**src/rtl/serial_load_controller.sv**
```systemverilog
// Serial program/data loader: assembles MSB-first 32-bit words from a strobed
// bit stream and writes them to sequential memory addresses while stalling the CPU.
module serial_load_controller #(
    parameter int unsigned ADDR_WIDTH = 12,
    parameter int unsigned WORD_WIDTH = 32,
    parameter int unsigned BASE_ADDR  = 0,
    parameter int unsigned TIMEOUT    = 4096
) (
    input  logic                  clk,
    input  logic                  reset,
    input  logic                  start,
    input  logic [ADDR_WIDTH-1:0] num_words,
    input  logic                  dataOnPin,
    input  logic                  dataPin,
    output logic                  mem_we,
    output logic [ADDR_WIDTH-1:0] mem_addr,
    output logic [WORD_WIDTH-1:0] mem_data,
    output logic                  cpu_stall,
    output logic                  busy,
    output logic                  done,
    output logic                  error
);
    localparam int unsigned CNT_W = $clog2(WORD_WIDTH);
    localparam int unsigned TMR_W = $clog2(TIMEOUT + 1);

    typedef enum logic [1:0] {IDLE, RECEIVE, WRITE, DONE} state_t;

    state_t                state, state_next;
    logic                  strobe_s1, strobe_s2, strobe_d;
    logic                  data_s1, data_s2;
    logic                  rise;
    logic [WORD_WIDTH-2:0] shift_reg, shift_next;
    logic [CNT_W-1:0]      bit_cnt, bit_cnt_next;
    logic [ADDR_WIDTH-1:0] word_cnt, word_cnt_next, word_inc;
    logic [ADDR_WIDTH-1:0] num_q, num_next;
    logic [TMR_W-1:0]      timer, timer_next;
    logic [ADDR_WIDTH-1:0] addr_next;
    logic [WORD_WIDTH-1:0] data_next;
    logic                  we_next, done_next, error_next, busy_next;

    assign rise     = strobe_s2 & ~strobe_d;
    assign word_inc = word_cnt + ADDR_WIDTH'(1);

    // Two-flop synchronisers for the host pins plus the edge-detect delay stage.
    always_ff @(posedge clk) begin
        if (reset) begin
            strobe_s1 <= 1'b0;
            strobe_s2 <= 1'b0;
            strobe_d  <= 1'b0;
            data_s1   <= 1'b0;
            data_s2   <= 1'b0;
        end else begin
            strobe_s1 <= dataOnPin;
            strobe_s2 <= strobe_s1;
            strobe_d  <= strobe_s2;
            data_s1   <= dataPin;
            data_s2   <= data_s1;
        end
    end

    always_ff @(posedge clk) begin
        if (reset) begin
            state     <= IDLE;
            shift_reg <= '0;
            bit_cnt   <= '0;
            word_cnt  <= '0;
            num_q     <= '0;
            timer     <= '0;
            mem_we    <= 1'b0;
            mem_addr  <= ADDR_WIDTH'(BASE_ADDR);
            mem_data  <= '0;
            busy      <= 1'b0;
            cpu_stall <= 1'b0;
            done      <= 1'b0;
            error     <= 1'b0;
        end else begin
            state     <= state_next;
            shift_reg <= shift_next;
            bit_cnt   <= bit_cnt_next;
            word_cnt  <= word_cnt_next;
            num_q     <= num_next;
            timer     <= timer_next;
            mem_we    <= we_next;
            mem_addr  <= addr_next;
            mem_data  <= data_next;
            busy      <= busy_next;
            cpu_stall <= busy_next;
            done      <= done_next;
            error     <= error_next;
        end
    end

    always_comb begin
        state_next    = state;
        shift_next    = shift_reg;
        bit_cnt_next  = bit_cnt;
        word_cnt_next = word_cnt;
        num_next      = num_q;
        timer_next    = '0;
        addr_next     = mem_addr;
        data_next     = mem_data;
        we_next       = 1'b0;
        done_next     = done;
        error_next    = error;

        unique case (state)
            IDLE, DONE: begin
                if (start) begin
                    num_next      = num_words;
                    done_next     = 1'b0;
                    error_next    = 1'b0;
                    addr_next     = ADDR_WIDTH'(BASE_ADDR);
                    bit_cnt_next  = '0;
                    word_cnt_next = '0;
                    shift_next    = '0;
                    if (num_words == '0) begin
                        state_next = DONE;
                        done_next  = 1'b1;
                    end else begin
                        state_next = RECEIVE;
                    end
                end
            end
            RECEIVE: begin
                if (rise) begin
                    shift_next   = {shift_reg[WORD_WIDTH-3:0], data_s2};
                    bit_cnt_next = bit_cnt + CNT_W'(1);
                    if (bit_cnt == CNT_W'(WORD_WIDTH - 1)) begin
                        data_next  = {shift_reg, data_s2};
                        we_next    = 1'b1;
                        state_next = WRITE;
                    end
                end else if (bit_cnt != '0) begin
                    // Host stalled mid-word: abort without writing the partial word.
                    if (timer == TMR_W'(TIMEOUT - 1)) begin
                        state_next = DONE;
                        done_next  = 1'b1;
                        error_next = 1'b1;
                    end else begin
                        timer_next = timer + TMR_W'(1);
                    end
                end
            end
            WRITE: begin
                if (rise) begin
                    shift_next   = {shift_reg[WORD_WIDTH-3:0], data_s2};
                    bit_cnt_next = bit_cnt + CNT_W'(1);
                end
                addr_next     = mem_addr + ADDR_WIDTH'(1);
                word_cnt_next = word_inc;
                if (word_inc == num_q) begin
                    state_next = DONE;
                    done_next  = 1'b1;
                end else begin
                    state_next = RECEIVE;
                end
            end
            default: state_next = IDLE;
        endcase

        busy_next = (state_next == RECEIVE) || (state_next == WRITE);
    end
endmodule

```
**config.mk**
```make
export PLATFORM = sky130hd
export DESIGN_NAME = serial_load_controller
export DESIGN_NICKNAME = d
export VERILOG_FILES = /design/src/rtl/serial_load_controller.sv
export SDC_FILE = /design/constraint.sdc
export NUM_CORES = 1
export LEC_CHECK = 0
export CELL_PAD_IN_SITES_DETAIL_PLACEMENT = 2
export CELL_PAD_IN_SITES_GLOBAL_PLACEMENT = 2
export CORE_AREA = 2 2 148 114
export CTS_CLUSTER_DIAMETER = 50
export CTS_CLUSTER_SIZE = 16
export DETAILED_ROUTE_END_ITERATION = 10
export DIE_AREA = 0 0 150 116
export PLACE_DENSITY_LB_ADDON = 0.1
export RECOVER_POWER = 50
export SLEW_MARGIN = 20
export SYNTH_ARGS = -nofsm -noshare
export SYNTH_HDL_FRONTEND = slang
export SYNTH_SLANG_ARGS = --single-unit
```
**constraint.sdc**
```tcl
create_clock -name clk -period 5.63 [get_ports clk]
set_input_delay 1.126 -clock clk [delete_from_list [all_inputs] [get_ports clk]]
set_output_delay 1.126 -clock clk [all_outputs]
set_load 0.02 [all_outputs]
```
==> flow_metrics.env, run 1 <==
export IMPL_largest_reg_flops=32
export IMPL_finalMaxSlewViolations=35
export IMPL_hold_end="strobe_s2"
export IMPL_hold_buffers=0
export IMPL_post_route_util_pct=42.9
export IMPL_stdcell_count=946
export IMPL_pwr_share_clk_pct=41.6
export IMPL_num_rows=40
export IMPL_crit_top_cell="a21oi_1"
export IMPL_drt_total_wl_um=16500
export IMPL_outcome="finished with violations"
export IMPL_postSynthCellCount=681
export IMPL_path_delay_family="simple AND/OR/NAND/NOR gates"
export IMPL_yosys_area_share_simple_pct=25.8
export IMPL_dpl_hpwl_um=10900
export IMPL_power_frac_comb_pct=19.5
export IMPL_synth_seq_cells=128
export IMPL_drtIter0Drc=257
export IMPL_avgViaCountPerCell=5.28
export IMPL_final_cell_area_um2=6780
export IMPL_slowest_delay_ns=0.90
export IMPL_synth_seq_area_share_pct=46.7
export IMPL_hold_path_startpoint="strobe_s1"
export IMPL_r2r_end="shift_reg[12]"
export IMPL_yosys_area_top_type="dfxtp_1"
export IMPL_synth_area_top_cells="dfxtp_1 (47%), nand2_1 (10%), a21oi_1 (8.9%), nand3_1 (4.3%), nor2_1 (3.4%)"
export IMPL_timing_rr_start="state[0]"
export IMPL_synth_nets=706
export IMPL_path_clk_slew_ns=0.05
export IMPL_drv_cap=1
export IMPL_post_route_min_period_ns=3.19
export IMPL_grt_remaining_overflow=0
export IMPL_yosysUniqueCellTypes=58
export IMPL_numClockSinks=128
export IMPL_antenna_found_initial=0
export IMPL_relSlewSlack_pct=-12.7
export IMPL_path_max_fanout=17
export IMPL_synth_warnings=0
export IMPL_startpoint_type="input pin"
export IMPL_worstSetupPathType="input pin to flip-flop"
export IMPL_dpl_instance_area_um2=6250
export IMPL_rr_worst_depth=7
export IMPL_seq_power_share_pct=39.0
export IMPL_cts_tree="yes"
export IMPL_synth_xor_xnor_area_share_pct=5.11
export IMPL_syn2layout_area_growth_pct=23.7
export IMPL_required_ns=5.89
export IMPL_holdWs_ns=0.442
export IMPL_postCtsSetupBuffers=0
export IMPL_setup_viol_count_final=0
export IMPL_endpoint_kind="flip-flop"
export IMPL_skew_ns=0.00591
export IMPL_start_util_pct=34.7
export IMPL_ys_top_cells_by_count="nand2_1 (146), dfxtp_1 (128), a21oi_1 (98)"
export IMPL_numCtsBuffers=17
export IMPL_ioPinCount=66
export IMPL_tns_ns=0
export IMPL_cts_resized=0
export IMPL_place_gp_congestion=0.771
export IMPL_synth_most_common_cell="nand2_1"
export IMPL_total_power_mw=2.51
export IMPL_fmax_mhz=314
export IMPL_path_buf_inv=2
export IMPL_min_period_over_period_pct=56.6
export IMPL_grt_start_max_net_pins=107
export IMPL_netlist_area_um2=5480
export IMPL_worstMarginPinSlew_ns=1.69
export IMPL_grt_pass1_vias=5453
export IMPL_finalNetCount=751
export IMPL_final_hold_violation_count=0
export IMPL_p_int_mw=1.75
export IMPL_fp_dieH_um=116
export IMPL_synth_edf_count=0
export IMPL_cts_root_buf="clkbuf_16"
export IMPL_hold_depth=1
export IMPL_vias=4996
export IMPL_p_per_area_nw_per_um2=370
export IMPL_grt_use_total_pct=20.4
export IMPL_port_buffers=65
export IMPL_insertedDiodeCount=0
export IMPL_violations="max-capacitance violations, max-slew violations"
export IMPL_rsz0062_at_grt="no"
export IMPL_vdd_ir_drop_max_mv=0.212
export IMPL_insertion_delay_ns=0.42
export IMPL_first_pass_iters=6
export IMPL_p_leak_nw=2.21
export IMPL_placed_cells=917
export IMPL_htree_levels=4
export IMPL_cpMaxStageDelayCell="nor2_1"
export IMPL_grt_pass1_wl_um=27900
export IMPL_synth_compound_area_share_pct=15.9
export IMPL_hold_path_class="flip-flop to flip-flop"
export IMPL_worstPathArrival_ns=3.45
export IMPL_core_area_um2=15800
export IMPL_async_flop_share_pct=0
export IMPL_rrSetupSlack_ns=2.50
export IMPL_yosys_mux_area_fraction_pct=0.205
export IMPL_antenna_left=0
export IMPL_avgSynthCellArea_um2=8.05
export IMPL_synth_adder_area_share_pct=1.83
export IMPL_setup_slack_ns=2.44
export IMPL_synth_flop_cell="dfxtp_1"
export IMPL_pre_cts_ws_ns=2.16
export IMPL_route_detailed_drc=0
export IMPL_dieWidth_um=150
export IMPL_synth_top_family_by_area="simple AND/OR/NAND/NOR gates"
export IMPL_switchingPower_mw=0.766
export IMPL_clockBufferDepth=2
export IMPL_cp_cell_sequence="clkdlybuf4s50_1 -> inv_1 -> nor2_1 -> a21oi_1 -> o21ai_0 -> a21oi_1"
export IMPL_switching_share_pct=30.5
export IMPL_yosysTopAreaCellShare_pct=46.7
export IMPL_drive_above_1_share_pct=6.11
export IMPL_wl_per_cell_um=17.5
export IMPL_die_area_um2=17400
cells in the final DEF, fill, tap and decap left out, drive strengths merged, types with 2 or more instances in the layout:
cell / synthesis / final
a211o: 2 / 2
a211oi: 2 / 2
a21oi: 98 / 98
a22oi: 3 / 3
a311oi: 3 / 3
a31oi: 6 / 6
and3: 7 / 7
and4: 6 / 6
buf: 10 / 4
bufinv: 0 / 2
clkbuf: 34 / 24
clkdlybuf4s50: 0 / 64
clkinv: 0 / 5
dfxtp: 128 / 128
ha: 8 / 8
inv: 15 / 15
nand2: 147 / 147
nand2b: 2 / 2
nand3: 49 / 49
nand4: 11 / 11
nor2: 49 / 49
nor2b: 10 / 10
nor3: 7 / 7
nor4: 7 / 7
o21ai: 16 / 16
o311ai: 2 / 2
or3: 5 / 5
or4: 3 / 3
xnor2: 17 / 17
xor2: 15 / 15
worst max path at each step:
stage	start	end	cells past startpoint
detailed placement	start	word_cnt[4]	6
global placement	start	word_cnt[8]	6
finish	start	word_cnt[8]	6
floorplan	start	mem_addr[6]	6
global route	state[0]	shift_reg[12]	7
CTS	start	word_cnt[8]	6
metal layers:
| layer | global-route usage [%] | vias up | routed length [µm] |
|---|---|---|---|
| li1 | - | 2433 | - |
| met2 | 33.6 | 83 | 7750 |
| met4 | 5.28 | 0 | 142 |
| met1 | 26.8 | 2466 | 7990 |
| met5 | 0 | - | 0 |
| met3 | 5.31 | 14 | 646 |
cell families (layout without fill, tap and decap cells):
| family | after synthesis | in the layout |
|---|---|---|
| simple gates | 307 | 307 |
| compound gates | 146 | 146 |
| flops | 128 | 128 |
| buf+inv | 59 | 114 |
| xor+xnor | 32 | 32 |
| fa+ha+maj | 8 | 8 |
| mux | 1 | 1 |
layout make-up:
cell class / count / area, µm²
Clock buffer: 22 / 454
Clock inverter: 7 / 88.8
Fill cell: 1782 / 9030
Inverter: 15 / 56.3
Multi-Input combinational cell: 494 / 2680
Sequential cell: 128 / 2560
Tap cell: 210 / 263
Timing Repair Buffer: 70 / 682
power groups by stage:
| stage | logic [mW] | clock network, mW | registers, mW |
|---|---|---|---|
| 2_1_floorplan | 0.333 | 0 | 0.988 |
| 3_3_place_gp | 0.460 | 0 | 0.992 |
| 5_1_grt | 0.543 | 1.12 | 0.982 |
| 6_report | 0.489 | 1.04 | 0.979 |
| 3_5_place_dp | 0.483 | 0 | 0.997 |
| 4_1_cts | 0.495 | 1.07 | 0.978 |
Power figures use the tool's default switching activity.
==> run 2, diff against run 1 <==
--- a/config.mk
+++ b/config.mk
@@ -7,11 +7,11 @@
 export LEC_CHECK = 0
 export CELL_PAD_IN_SITES_DETAIL_PLACEMENT = 2
 export CELL_PAD_IN_SITES_GLOBAL_PLACEMENT = 2
-export CORE_AREA = 2 2 148 114
+export CORE_AREA = 2 2 152 117
 export CTS_CLUSTER_DIAMETER = 50
 export CTS_CLUSTER_SIZE = 16
 export DETAILED_ROUTE_END_ITERATION = 10
-export DIE_AREA = 0 0 150 116
+export DIE_AREA = 0 0 154 119
 export PLACE_DENSITY_LB_ADDON = 0.1
 export RECOVER_POWER = 50
 export SLEW_MARGIN = 20
==> constraint.sdc (replaced) <==
create_clock -name clk -period 3.05 [get_ports clk]
set_input_delay 0.61 -clock clk [delete_from_list [all_inputs] [get_ports clk]]
set_output_delay 0.61 -clock clk [all_outputs]
set_load 0.02 [all_outputs]
==> flow_metrics.env, run 2 (same netlist as run 1, synthesis figures left out) <==
export IMPL_setup_slack_ns=0.637
export IMPL_first_pass_iters=4
export IMPL_cts_tree="yes"
export IMPL_place_gp_congestion=0.762
export IMPL_total_power_mw=4.58
export IMPL_startpoint="word_cnt[3]"
export IMPL_cp_cell_sequence="and4_4 -> nand2_2 -> o41a_1 -> a2111oi_4 -> a211oi_1 -> nor4bb_1"
export IMPL_insertion_delay_ns=0.41
export IMPL_insertedDiodeCount=0
export IMPL_grt_start_max_net_pins=45
export IMPL_skew_ns=0.00894
export IMPL_grt_pass1_wl_um=27500
export IMPL_drtIter0Drc=259
export IMPL_final_hold_violation_count=0
export IMPL_antenna_left=0
export IMPL_port_buffers=65
export IMPL_die_area_um2=18300
export IMPL_clockBufferDepth=2
export IMPL_hold_buffers=0
export IMPL_placed_cells=937
export IMPL_finalMaxSlewViolations=35
export IMPL_vias=4967
export IMPL_start_util_pct=32.1
export IMPL_p_leak_nw=2.37
export IMPL_stdcell_count=967
export IMPL_cpMaxStageDelayCell="dfxtp_1"
export IMPL_vdd_ir_drop_max_mv=0.338
export IMPL_ioPinCount=66
export IMPL_required_ns=3.36
export IMPL_avgViaCountPerCell=5.14
export IMPL_dieWidth_um=154
export IMPL_largest_reg_flops=32
export IMPL_timing_rr_start="word_cnt[3]"
export IMPL_num_rows=42
export IMPL_route_detailed_drc=0
export IMPL_dpl_hpwl_um=11600
export IMPL_htree_levels=4
export IMPL_endpoint_kind="flip-flop"
export IMPL_relSlewSlack_pct=-11.2
export IMPL_fmax_mhz=414
export IMPL_numCtsBuffers=17
export IMPL_worstPathArrival_ns=2.72
export IMPL_path_max_fanout=13
export IMPL_path_clk_slew_ns=0.06
export IMPL_startpoint_type="flip-flop"
export IMPL_rsz0062_at_grt="no"
export IMPL_drive_above_1_share_pct=7.36
export IMPL_slowest_delay_ns=0.61
export IMPL_hold_path_startpoint="strobe_s1"
export IMPL_tns_ns=0
export IMPL_grt_pass1_vias=5332
export IMPL_postCtsSetupBuffers=0
export IMPL_post_route_util_pct=40.1
export IMPL_drt_total_wl_um=16500
export IMPL_worstSetupPathType="flip-flop to flip-flop"
export IMPL_wl_per_cell_um=17.0
export IMPL_path_buf_inv=0
export IMPL_syn2layout_area_growth_pct=24.9
export IMPL_p_per_area_nw_per_um2=669
export IMPL_outcome="finished with violations"
export IMPL_grt_remaining_overflow=0
export IMPL_setup_viol_count_final=0
export IMPL_grt_use_total_pct=18.8
export IMPL_finalNetCount=761
export IMPL_hold_path_class="flip-flop to flip-flop"
export IMPL_violations="max-capacitance violations, max-slew violations"
export IMPL_final_common_cell="nand2_1"
export IMPL_drv_cap=1
export IMPL_cts_root_buf="clkbuf_16"
export IMPL_cts_resized=0
export IMPL_fp_dieH_um=119
export IMPL_post_route_min_period_ns=2.41
export IMPL_core_area_um2=17100
export IMPL_antenna_found_initial=0
export IMPL_numClockSinks=128
export IMPL_worstMarginPinSlew_ns=1.67
export IMPL_path_delay_family="compound AO/OA/AOI/OAI gates"
export IMPL_min_period_over_period_pct=79.1
export IMPL_pre_cts_ws_ns=0.494
export IMPL_layout_common_cells="nand2_1 (146), dfxtp_1 (128), a21oi_1 (98)"
run 2: changes by cell type in the layout (fill, tap and decap cells not counted), sizes merged:
cell | before | now
clkdlybuf4s50 | 64 | 27
dlygate4sd3 | 0 | 37
buf | 4 | 13
clkbuf | 24 | 27
bufinv | 2 | 1
clkinv | 5 | 4
clkinvlp | 0 | 1
run 2: worst paths after layout:
| path | endpoint | depth (start not counted) | slack (ns) |
|---|---|---|---|
| hold reg to reg | strobe_s2 | 1 | 0.45 |
| hold / removal | strobe_s2 | 1 | 0.45 |
| setup reg to reg | done | 6 | 0.64 |
| setup / recovery | done | 6 | 0.64 |
run 2: routing by layer:
| metal | vias up | share of wire [%] | track usage [%] |
|---|---|---|---|
| met3 | 13 | 3.4 | 4.48 |
| met2 | 67 | 45 | 29.9 |
| met5 | - | 0 | 0 |
| met4 | 0 | 0.76 | 4.21 |
| li1 | 2453 | - | - |
| met1 | 2434 | 51 | 26.0 |
run 2: worst register-to-register path, delay by kind of cell (launching register included):
kind / cells / cell delay (ns)
AO/OA/AOI/OAI: 3 / 1.00
AND/OR/NAND/NOR: 3 / 0.70
flip-flops: 1 / 0.61
run 2: cell type report:
cell class,instances,area [µm²]
fillers,1907,10200
multi-input cells,494,2680
flip-flops and latches,128,2560
repair buffers,80,751
clock buffers,24,462
well taps,220,275
clock inverters,6,61.3
inverters,15,56.3
run 2: report_power, final:
group | internal [mW] | switching (mW)
Sequential | 1.74 | 0.0636
Clock | 1.13 | 0.710
Combinational | 0.317 | 0.627
Total | 3.18 | 1.40
run 2: stage by stage:
step                      hold WS [ns]  cell area [µm²]
after global routing             0.470             6850
after CTS                        0.445             6860
after global placement           0.426             6340
after detailed placement         0.433             6340
after floorplan                  0.414             5480
final                            0.446             6850
